[src/rtl/noc_switch_arbiter_if.sv]
// Handshake bundle between one NoC node switch and its neighbours / PE.
// Input side: left, bottom, PE. Output side: right, top, PE.
interface noc_switch_arbiter_if #(
    parameter int total_width = 260
);
    logic                   i_valid_l;
    logic                   i_valid_b;
    logic                   i_valid_pe;
    logic [total_width-1:0] i_data_l;
    logic [total_width-1:0] i_data_b;
    logic [total_width-1:0] i_data_pe;
    logic                   o_ready_l;
    logic                   o_ready_b;
    logic                   o_ready_pe;
    logic                   o_valid_r;
    logic                   o_valid_t;
    logic                   o_valid_pe;
    logic [total_width-1:0] o_data_r;
    logic [total_width-1:0] o_data_t;
    logic [total_width-1:0] o_data_pe;
    logic                   i_ready_r;
    logic                   i_ready_t;
    logic                   i_ready_pe;

    // Switch side
    modport slave (
        input  i_valid_l, i_valid_b, i_valid_pe,
        input  i_data_l, i_data_b, i_data_pe,
        output o_ready_l, o_ready_b, o_ready_pe,
        output o_valid_r, o_valid_t, o_valid_pe,
        output o_data_r, o_data_t, o_data_pe,
        input  i_ready_r, i_ready_t, i_ready_pe
    );

    // Neighbour / PE side
    modport master (
        output i_valid_l, i_valid_b, i_valid_pe,
        output i_data_l, i_data_b, i_data_pe,
        input  o_ready_l, o_ready_b, o_ready_pe,
        input  o_valid_r, o_valid_t, o_valid_pe,
        input  o_data_r, o_data_t, o_data_pe,
        output i_ready_r, i_ready_t, i_ready_pe
    );
endinterface

[src/rtl/noc_switch_arbiter.sv]
// XY routing and per-output round-robin arbitration for one torus node.
// Index order everywhere: inputs l=0, b=1, pe=2; outputs r=0, t=1, pe=2.
// Each output owns a one-entry register; accepted flits appear one cycle later.
module noc_switch_arbiter #(
    parameter int x_coord     = 0,
    parameter int y_coord     = 0,
    parameter int X           = 4,
    parameter int Y           = 4,
    parameter int data_width  = 256,
    parameter int x_size      = 2,
    parameter int y_size      = 2,
    parameter int total_width = x_size + y_size + data_width
) (
    input  logic                 clk,
    input  logic                 rstn,
    noc_switch_arbiter_if.slave  bus
);

    // Coordinates outside the mesh clamp to the last column/row.
    localparam int LP_XC = (x_coord < X) ? x_coord : X - 1;
    localparam int LP_YC = (y_coord < Y) ? y_coord : Y - 1;
    localparam logic [x_size-1:0] LP_X = LP_XC[x_size-1:0];
    localparam logic [y_size-1:0] LP_Y = LP_YC[y_size-1:0];

    logic [2:0][total_width-1:0] w_in_data;
    logic [2:0]                  w_in_valid;
    logic [2:0]                  w_in_ready;
    logic [2:0]                  w_out_ready;
    logic [2:0][2:0]             w_req;        // [output][input]
    logic [2:0][2:0]             w_gnt;        // [output][input], one-hot per output
    logic [2:0]                  w_free;
    logic [2:0][total_width-1:0] w_load_data;
    logic [2:0][1:0]             w_ptr_nxt;

    logic [2:0]                  r_valid;
    logic [2:0][total_width-1:0] r_data;
    logic [2:0][1:0]             r_ptr;

    // Round-robin pick: search from ptr upward mod 3; a pointer of 3 acts as 0.
    function automatic logic [2:0] rr_pick(input logic [2:0] req, input logic [1:0] ptr);
        logic [2:0] gnt;
        logic       found;
        int         idx;
        gnt   = '0;
        found = 1'b0;
        idx   = (ptr == 2'd3) ? 0 : int'(ptr);
        for (int s = 0; s < 3; s++) begin
            if (!found && req[idx]) begin
                gnt[idx] = 1'b1;
                found    = 1'b1;
            end
            idx = (idx == 2) ? 0 : idx + 1;
        end
        return gnt;
    endfunction

    assign w_in_data   = {bus.i_data_pe, bus.i_data_b, bus.i_data_l};
    assign w_in_valid  = {bus.i_valid_pe, bus.i_valid_b, bus.i_valid_l};
    assign w_out_ready = {bus.i_ready_pe, bus.i_ready_t, bus.i_ready_r};

    // Dimension-ordered route: fix X first, then Y, then deliver locally.
    always_comb begin
        w_req = '0;
        for (int k = 0; k < 3; k++) begin
            if (w_in_valid[k]) begin
                if (w_in_data[k][x_size-1:0] != LP_X)
                    w_req[0][k] = 1'b1;
                else if (w_in_data[k][x_size+y_size-1:x_size] != LP_Y)
                    w_req[1][k] = 1'b1;
                else
                    w_req[2][k] = 1'b1;
            end
        end
    end

    // Per-output grant, load mux and next pointer; nothing is granted while in reset.
    always_comb begin
        w_gnt       = '0;
        w_free      = '0;
        w_load_data = r_data;
        w_ptr_nxt   = r_ptr;
        w_in_ready  = '0;
        for (int o = 0; o < 3; o++) begin
            w_free[o] = !r_valid[o] || w_out_ready[o];
            if (rstn && w_free[o])
                w_gnt[o] = rr_pick(w_req[o], r_ptr[o]);
            for (int k = 0; k < 3; k++) begin
                if (w_gnt[o][k]) begin
                    w_load_data[o] = w_in_data[k];
                    w_ptr_nxt[o]   = (k == 2) ? 2'd0 : 2'(k + 1);
                    w_in_ready[k]  = 1'b1;
                end
            end
        end
    end

    // Output registers and pointers: load on grant, drain when consumed, hold otherwise.
    always_ff @(posedge clk or negedge rstn) begin
        if (!rstn) begin
            r_valid <= '0;
            r_data  <= '0;
            r_ptr   <= '0;
        end else begin
            for (int o = 0; o < 3; o++) begin
                if (|w_gnt[o]) begin
                    r_valid[o] <= 1'b1;
                    r_data[o]  <= w_load_data[o];
                end else if (w_out_ready[o]) begin
                    r_valid[o] <= 1'b0;
                end
                r_ptr[o] <= w_ptr_nxt[o];
            end
        end
    end

    assign bus.o_ready_l  = w_in_ready[0];
    assign bus.o_ready_b  = w_in_ready[1];
    assign bus.o_ready_pe = w_in_ready[2];
    assign bus.o_valid_r  = r_valid[0];
    assign bus.o_valid_t  = r_valid[1];
    assign bus.o_valid_pe = r_valid[2];
    assign bus.o_data_r   = r_data[0];
    assign bus.o_data_t   = r_data[1];
    assign bus.o_data_pe  = r_data[2];

endmodule

[src/flat_wrapper.sv]
// flat-port wrapper written by rule: the top's interface ports become plain ports
module noc_switch_arbiter_flat 
#(
    parameter int x_coord     = 0,
    parameter int y_coord     = 0,
    parameter int X           = 4,
    parameter int Y           = 4,
    parameter int data_width  = 256,
    parameter int x_size      = 2,
    parameter int y_size      = 2,
    parameter int total_width = x_size + y_size + data_width
)
  (clk, rstn, bus_i_valid_l, bus_i_valid_b, bus_i_valid_pe, bus_i_data_l, bus_i_data_b, bus_i_data_pe, bus_o_ready_l, bus_o_ready_b, bus_o_ready_pe, bus_o_valid_r, bus_o_valid_t, bus_o_valid_pe, bus_o_data_r, bus_o_data_t, bus_o_data_pe, bus_i_ready_r, bus_i_ready_t, bus_i_ready_pe);
  noc_switch_arbiter_if #(.total_width(total_width)) bus_i ();
  input  logic clk;
  input  logic rstn;
  input wire logic [$bits(bus_i.i_valid_l)-1:0] bus_i_valid_l;
  input wire logic [$bits(bus_i.i_valid_b)-1:0] bus_i_valid_b;
  input wire logic [$bits(bus_i.i_valid_pe)-1:0] bus_i_valid_pe;
  input wire logic [$bits(bus_i.i_data_l)-1:0] bus_i_data_l;
  input wire logic [$bits(bus_i.i_data_b)-1:0] bus_i_data_b;
  input wire logic [$bits(bus_i.i_data_pe)-1:0] bus_i_data_pe;
  output wire logic [$bits(bus_i.o_ready_l)-1:0] bus_o_ready_l;
  output wire logic [$bits(bus_i.o_ready_b)-1:0] bus_o_ready_b;
  output wire logic [$bits(bus_i.o_ready_pe)-1:0] bus_o_ready_pe;
  output wire logic [$bits(bus_i.o_valid_r)-1:0] bus_o_valid_r;
  output wire logic [$bits(bus_i.o_valid_t)-1:0] bus_o_valid_t;
  output wire logic [$bits(bus_i.o_valid_pe)-1:0] bus_o_valid_pe;
  output wire logic [$bits(bus_i.o_data_r)-1:0] bus_o_data_r;
  output wire logic [$bits(bus_i.o_data_t)-1:0] bus_o_data_t;
  output wire logic [$bits(bus_i.o_data_pe)-1:0] bus_o_data_pe;
  input wire logic [$bits(bus_i.i_ready_r)-1:0] bus_i_ready_r;
  input wire logic [$bits(bus_i.i_ready_t)-1:0] bus_i_ready_t;
  input wire logic [$bits(bus_i.i_ready_pe)-1:0] bus_i_ready_pe;
  assign bus_i.i_valid_l = bus_i_valid_l;
  assign bus_i.i_valid_b = bus_i_valid_b;
  assign bus_i.i_valid_pe = bus_i_valid_pe;
  assign bus_i.i_data_l = bus_i_data_l;
  assign bus_i.i_data_b = bus_i_data_b;
  assign bus_i.i_data_pe = bus_i_data_pe;
  assign bus_o_ready_l = bus_i.o_ready_l;
  assign bus_o_ready_b = bus_i.o_ready_b;
  assign bus_o_ready_pe = bus_i.o_ready_pe;
  assign bus_o_valid_r = bus_i.o_valid_r;
  assign bus_o_valid_t = bus_i.o_valid_t;
  assign bus_o_valid_pe = bus_i.o_valid_pe;
  assign bus_o_data_r = bus_i.o_data_r;
  assign bus_o_data_t = bus_i.o_data_t;
  assign bus_o_data_pe = bus_i.o_data_pe;
  assign bus_i.i_ready_r = bus_i_ready_r;
  assign bus_i.i_ready_t = bus_i_ready_t;
  assign bus_i.i_ready_pe = bus_i_ready_pe;
  noc_switch_arbiter #(.x_coord(x_coord), .y_coord(y_coord), .X(X), .Y(Y), .data_width(data_width), .x_size(x_size), .y_size(y_size), .total_width(total_width)) u_core (.clk(clk), .rstn(rstn), .bus(bus_i));
endmodule
[config.mk]
export PLATFORM = sky130hd
export DESIGN_NAME = noc_switch_arbiter_flat
export DESIGN_NICKNAME = d
export VERILOG_FILES = /design/src/rtl/noc_switch_arbiter_if.sv /design/src/rtl/noc_switch_arbiter.sv /design/src/flat_wrapper.sv
export SDC_FILE = /design/constraint.sdc
export NUM_CORES = 2
export LEC_CHECK = 0
export CORE_AREA = 2 2 605 607
export CTS_BUF_LIST = sky130_fd_sc_hd__clkbuf_8
export CTS_CLUSTER_DIAMETER = 40
export DETAILED_ROUTE_END_ITERATION = 12
export DIE_AREA = 0 0 607 609
export MAX_ROUTING_LAYER = met4
export PLACE_DENSITY = 0.38
export SLEW_MARGIN = 30
export SYNTH_ARGS = -nofsm -noshare
export SYNTH_HDL_FRONTEND = slang
export SYNTH_SLANG_ARGS = --single-unit
[constraint.sdc]
create_clock -name clk -period 2.95 [get_ports clk]
set_input_delay 0.295 -clock clk [delete_from_list [all_inputs] [get_ports clk]]
set_output_delay 0.295 -clock clk [all_outputs]
set_load 0.05 [all_outputs]
# Yosys cells after proc, flatten, opt, wreduce, memory -nomap -nowiden
# Index checks and enable logic that the tools add are counted.
# W data, S select, Z words.
[word_totals]
reg_bits = 789
input_bits = 788
out_inout_bits = 786
[classes]
n_addsub = 6
magnitude_cmp = 18
n_eq_ne = 9
n_mux = 141
bitwise = 6
n_reduce_logical = 48
[ops]
columns = ["operator", "n"]
rows = [
  ["$mux W260", 9],
  ["$ge A32 B1 Y1 const B", 9],
  ["$lt A32 B4 Y1 const B", 9],
  ["$add A32 B2 Y32 const B", 6],
  ["$eq A32 B3 Y1 const B", 6],
  ["$mux W32", 6],
  ["$mux W1", 78],
  ["$mux W3", 18],
  ["$mux W2", 12],
  ["$bmux W1 S2", 9],
  ["$demux W1 S2", 9],
  ["$logic_and A1 B1 Y1", 18],
  ["$or A3 B3 Y3", 6],
  ["$reduce_bool A2 Y1", 9],
  ["$logic_not A1 Y1", 9],
  ["$reduce_bool A3 Y1", 3],
  ["$reduce_or A3 Y1", 3],
  ["$eq A2 B2 Y1 const B", 3],
  ["$reduce_and A2 Y1", 3],
  ["$logic_or A1 B1 Y1", 3],
]

# Longest topological paths before layout
[depth]
word_depth = 20
ltp_mapped = 14
depth_no_buf = 9

# Least setup slack after synthesis
# No wires, ideal clock.
[synth_timing]
path_type = "register to output"
startpoint = "register u_core.r_ptr[0] (netlist name)"
endpoint = "output port bus_o_ready_pe"
arrival_time_ns = 3.063
required_ns = 2.655
setup_slack_ns = -0.408
path_stages_with_launch = 14
path_buffers = 5
cell_sequence = "dfrtp_1 > inv_1 > ha_1 > clkbuf_1 > nor2_1 > a2bb2oi_1 > nand3_1 > nand2b_1 > clkbuf_1 > and2_1 > clkbuf_1 > clkbuf_1 > buf_2 > o211ai_1"
[synth_via]
elab_chain_len = 18
[synth_rtl]
columns = ["item", "line", "text"]
rows = [
  ["start, declared", "noc_switch_arbiter.sv:37", "logic [2:0][1:0] r_ptr;"],
  ["start signal, assigned by index", "noc_switch_arbiter.sv:111", "r_ptr[o] <= w_ptr_nxt[o];"],
  ["$eq A2 B2 Y1", "noc_switch_arbiter.sv:46", "idx = (ptr == 2'd3) ? 0 : int'(ptr);"],
  ["$mux W2 *", "noc_switch_arbiter.sv:46", ""],
  ["parallel branches: the longest is 11 deep, another holds $add A32 B2 Y32", "-", ""],
  ["$mux W3 *", "noc_switch_arbiter.sv:48", "if (!found && req[idx]) begin"],
  ["$mux W3 *", "noc_switch_arbiter.sv:85", "if (rstn && w_free[o])"],
  ["$mux W1 * (3 in series)", "noc_switch_arbiter.sv:88", "if (w_gnt[o][k]) begin"],
  ["end, declared", "flat_wrapper.sv:25", "output wire logic [$bits(bus_i.o_ready_pe)-1:0] bus_o_ready_pe;"],
]
# Mark *: on every way between the ends. The select of a mux whose other input is x is not followed.

# Worst setup path after layout
# Ends and elaborated chain as after synthesis.

==> results.sh <==
export IMPL_outcome="finished with violations"
export IMPL_violations="hold timing, setup timing"
export IMPL_reg2reg_from="u_core.r_ptr[1]"
export IMPL_drt_iter0_markers=6030
export IMPL_io_buffers=1573
export IMPL_synth_cell_types=71
export IMPL_die_h_um=609
export IMPL_layout_drive_gt1_share_pct=23.9
export IMPL_place_hpwl_um=321000
export IMPL_drt_total_wl_um=436000
export IMPL_antenna_found_initial=55
export IMPL_rsz0062_at_grt="true"
export IMPL_dp_cells=10820
export IMPL_cpMostUsedCell="buf_4"
export IMPL_grt_pass1_wl_um=564000
export IMPL_worst_setup_path_start_kind="register"
export IMPL_netlist_area_um2=43900
export IMPL_seqCellArea_um2=19700
export IMPL_die_w_um=607
export IMPL_worstPathCellList="inv_2 -> ha_4 -> buf_6 -> inv_4 -> buf_4 -> nor3_4 -> nand2b_4 -> and2_4 -> buf_12 -> o211ai_1 -> buf_4"
export IMPL_cts_root_buffer="clkbuf_8"
export IMPL_first_pass_iters=6
export IMPL_final_cell_mix="clkdlybuf4s50_1, dfrtp_1, a2bb2oi_1, dlygate4sd3_1, buf_4"
export IMPL_worstMarginPinSlew_ps=1000
export IMPL_setup_violations=550
export IMPL_synth_edf_count=0
export IMPL_ant_nets=0
export IMPL_numClockSinks=789
export IMPL_cts_tree="done"
export IMPL_crit_type="register to primary output"
export IMPL_num_vias=57888
export IMPL_fillers=38897
export IMPL_final_hold_viol_count=26
export IMPL_path_clk_slew_ps=60
export IMPL_clk_insertion_delay_late_ps=1000
export IMPL_ys_async_sr_fraction_pct=100
export IMPL_powerDensity_nw_per_um2=1330
export IMPL_maxCapViolCount=0
export IMPL_start_util_pct=12.1
export IMPL_viasPerCell=4.79
export IMPL_period_minus_slack_ps=3740
export IMPL_clock_fmax_ghz=0.268
export IMPL_clk_path_buf_depth=4
export IMPL_h_tree_depth=4
export IMPL_syn_nets=5272
export IMPL_finClkSkew_ps=92.7
export IMPL_critPathMaxFanout=5
export IMPL_numCtsBuffers=224
export IMPL_grt_pass1_vias=57951
export IMPL_worst_slack_ps=-787
export IMPL_ioPinCount=1574
export IMPL_nets=7846
export IMPL_core_rowCount=222
export IMPL_coreArea_um2=364000
export IMPL_p_leak_nw=32.8
export IMPL_relSlewSlack_pct=33.1
export IMPL_syn_to_final_growth_pct=99.8
export IMPL_cp_arrival_ps=3440
export IMPL_synth_warnings=0
export IMPL_worstPathRequired_ps=2650
export IMPL_multi_input_area_um2=24100
export IMPL_timing_hold_ws_ps=-37.4
export IMPL_postSynthAreaPerCell_um2=9.81
export IMPL_crit_path_end_kind="primary output"
export IMPL_grt_overflow_total=0
export IMPL_ys_seq_elements=789
export IMPL_ir_drop_mv=0.559
export IMPL_cpPeakStageDelay_ps=410
export IMPL_fin_cells=12088
export IMPL_grt_start_max_net_pins=129
export IMPL_setup_tns_ps=-126340
export IMPL_gp_congestion=0.926
export IMPL_hold_class="input port to async pin"
export IMPL_total_power_mw=117
export IMPL_drc=0
export IMPL_finalCritPeriodShare_pct=127
export IMPL_die_area_um2=370000
export IMPL_synth_ff_type="dfrtp_1"
export IMPL_ys_seq_area_share_pct=45.0
export IMPL_groute_usage_overall_pct=22.9
export IMPL_slew_viol_final=0
export IMPL_final_common_cell="clkdlybuf4s50_1"
export IMPL_crit_slowest_cell="o211ai_1"
export IMPL_syn_inst=4472
export IMPL_wl_per_cell_um=36.1
export IMPL_startpoint="u_core.r_ptr[0]"
## stage by stage
step           cell area, µm²  setup WS [ps]  util, %
6_report                87700           -787     24.1
3_3_place_gp            69500           -742     19.1
3_5_place_dp            69500           -706     19.1
4_1_cts                 85100           -994     23.4
5_1_grt                 87600          -1050     24.1
2_1_floorplan           44000          -61.4        -
## cells in the mapped netlist, drive strengths merged, types with 12 or more instances
library cell	n	area (µm²)
ha	12	150
inv	13	48.8
a31oi	264	1650
o311ai	256	2240
nand2	286	1070
nor2	16	65.1
dfrtp	789	19700
nor3	12	75.1
clkbuf	445	1670
a21oi	269	1350
o211ai	268	2020
buf	167	872
a22oi	515	3870
o21ai	278	1410
a2bb2oi	775	6790
## sequential cells by signal (all words and copies together), names as in the netlist
| register | count |
|---|---|
| u_core.r_ptr | 6 |
| u_core.bus.o_data_t | 260 |
| u_core.r_valid | 3 |
| u_core.bus.o_data_pe | 260 |
| u_core.bus.o_data_r | 260 |
## what timing repair did
action	CTS	global route
endpoints found under the hold margin	1106	0
endpoints found under the setup margin	476	794
gates resized for setup	365	460
pin swaps	108	70
buffers inserted	120	25
gates cloned	50	28
hold buffers	603	0
## worst max-delay path, delay by kind of cell, from the launching register on
kind,cells,cell delay (ps)
adders and majority gates,1,280
AOI/OAI and AO/OA,1,410
DFF,1,370
buffers and inverters,6,800
and+or+nand+nor,3,550
## power breakdown
part	internal, mW	switching, mW
combinational	27.4	48.6
clock	11.5	7.14
sequential	16.7	5.50
## metal layers
metal | vias up | track usage [%] | wire, µm
met5 | - | - | 0
met4 | 0 | 11.4 | 25700
met3 | 759 | 5.75 | 37700
met2 | 3580 | 35.0 | 196000
met1 | 29907 | 27.8 | 176000
li1 | 23642 | - | -
## logic make-up (layout without fill, tap and decap cells)
family / Yosys count / after routing / share of synthesized area, %
AOI/OAI and AO/OA: 2678 / 2678 / 45.1
DFF: 789 / 789 / 45.0
buffers and inverters: 625 / 3381 / 5.91
and+or+nand+nor: 366 / 366 / 3.60
adders and majority gates: 12 / 12 / 0.342
muxes: 2 / 2 / 0.0456
other: 0 / 44 / 0
## worst paths after layout
| path | to | slack, ps | depth (start not counted) |
|---|---|---|---|
| hold reg to reg | u_core.bus.o_data_pe[0] | 510 | 1 |
| max in group asynchronous | u_core.bus.o_data_r[81] | 1570 | 6 |
| setup reg to reg | u_core.bus.o_data_r[56] | -560 | 21 |
| hold / removal | u_core.bus.o_data_r[110] | -40 | 4 |
| setup / recovery | bus_o_ready_pe | -790 | 11 |
| min in group clk | u_core.bus.o_data_r[63] | 90 | 3 |
## area by class of cell
| type | instances | area share, % |
|---|---|---|
| well taps | 4816 | 6.87 |
| multi-input cells | 3058 | 27.5 |
| repair buffers | 2960 | 36.8 |
| inverters | 13 | 0.0614 |
| clock buffers | 272 | 4.27 |
| diodes | 44 | 0.126 |
| flip-flops and latches | 789 | 22.5 |
| clock inverters | 136 | 1.83 |
Power figures use the tool's default switching activity.
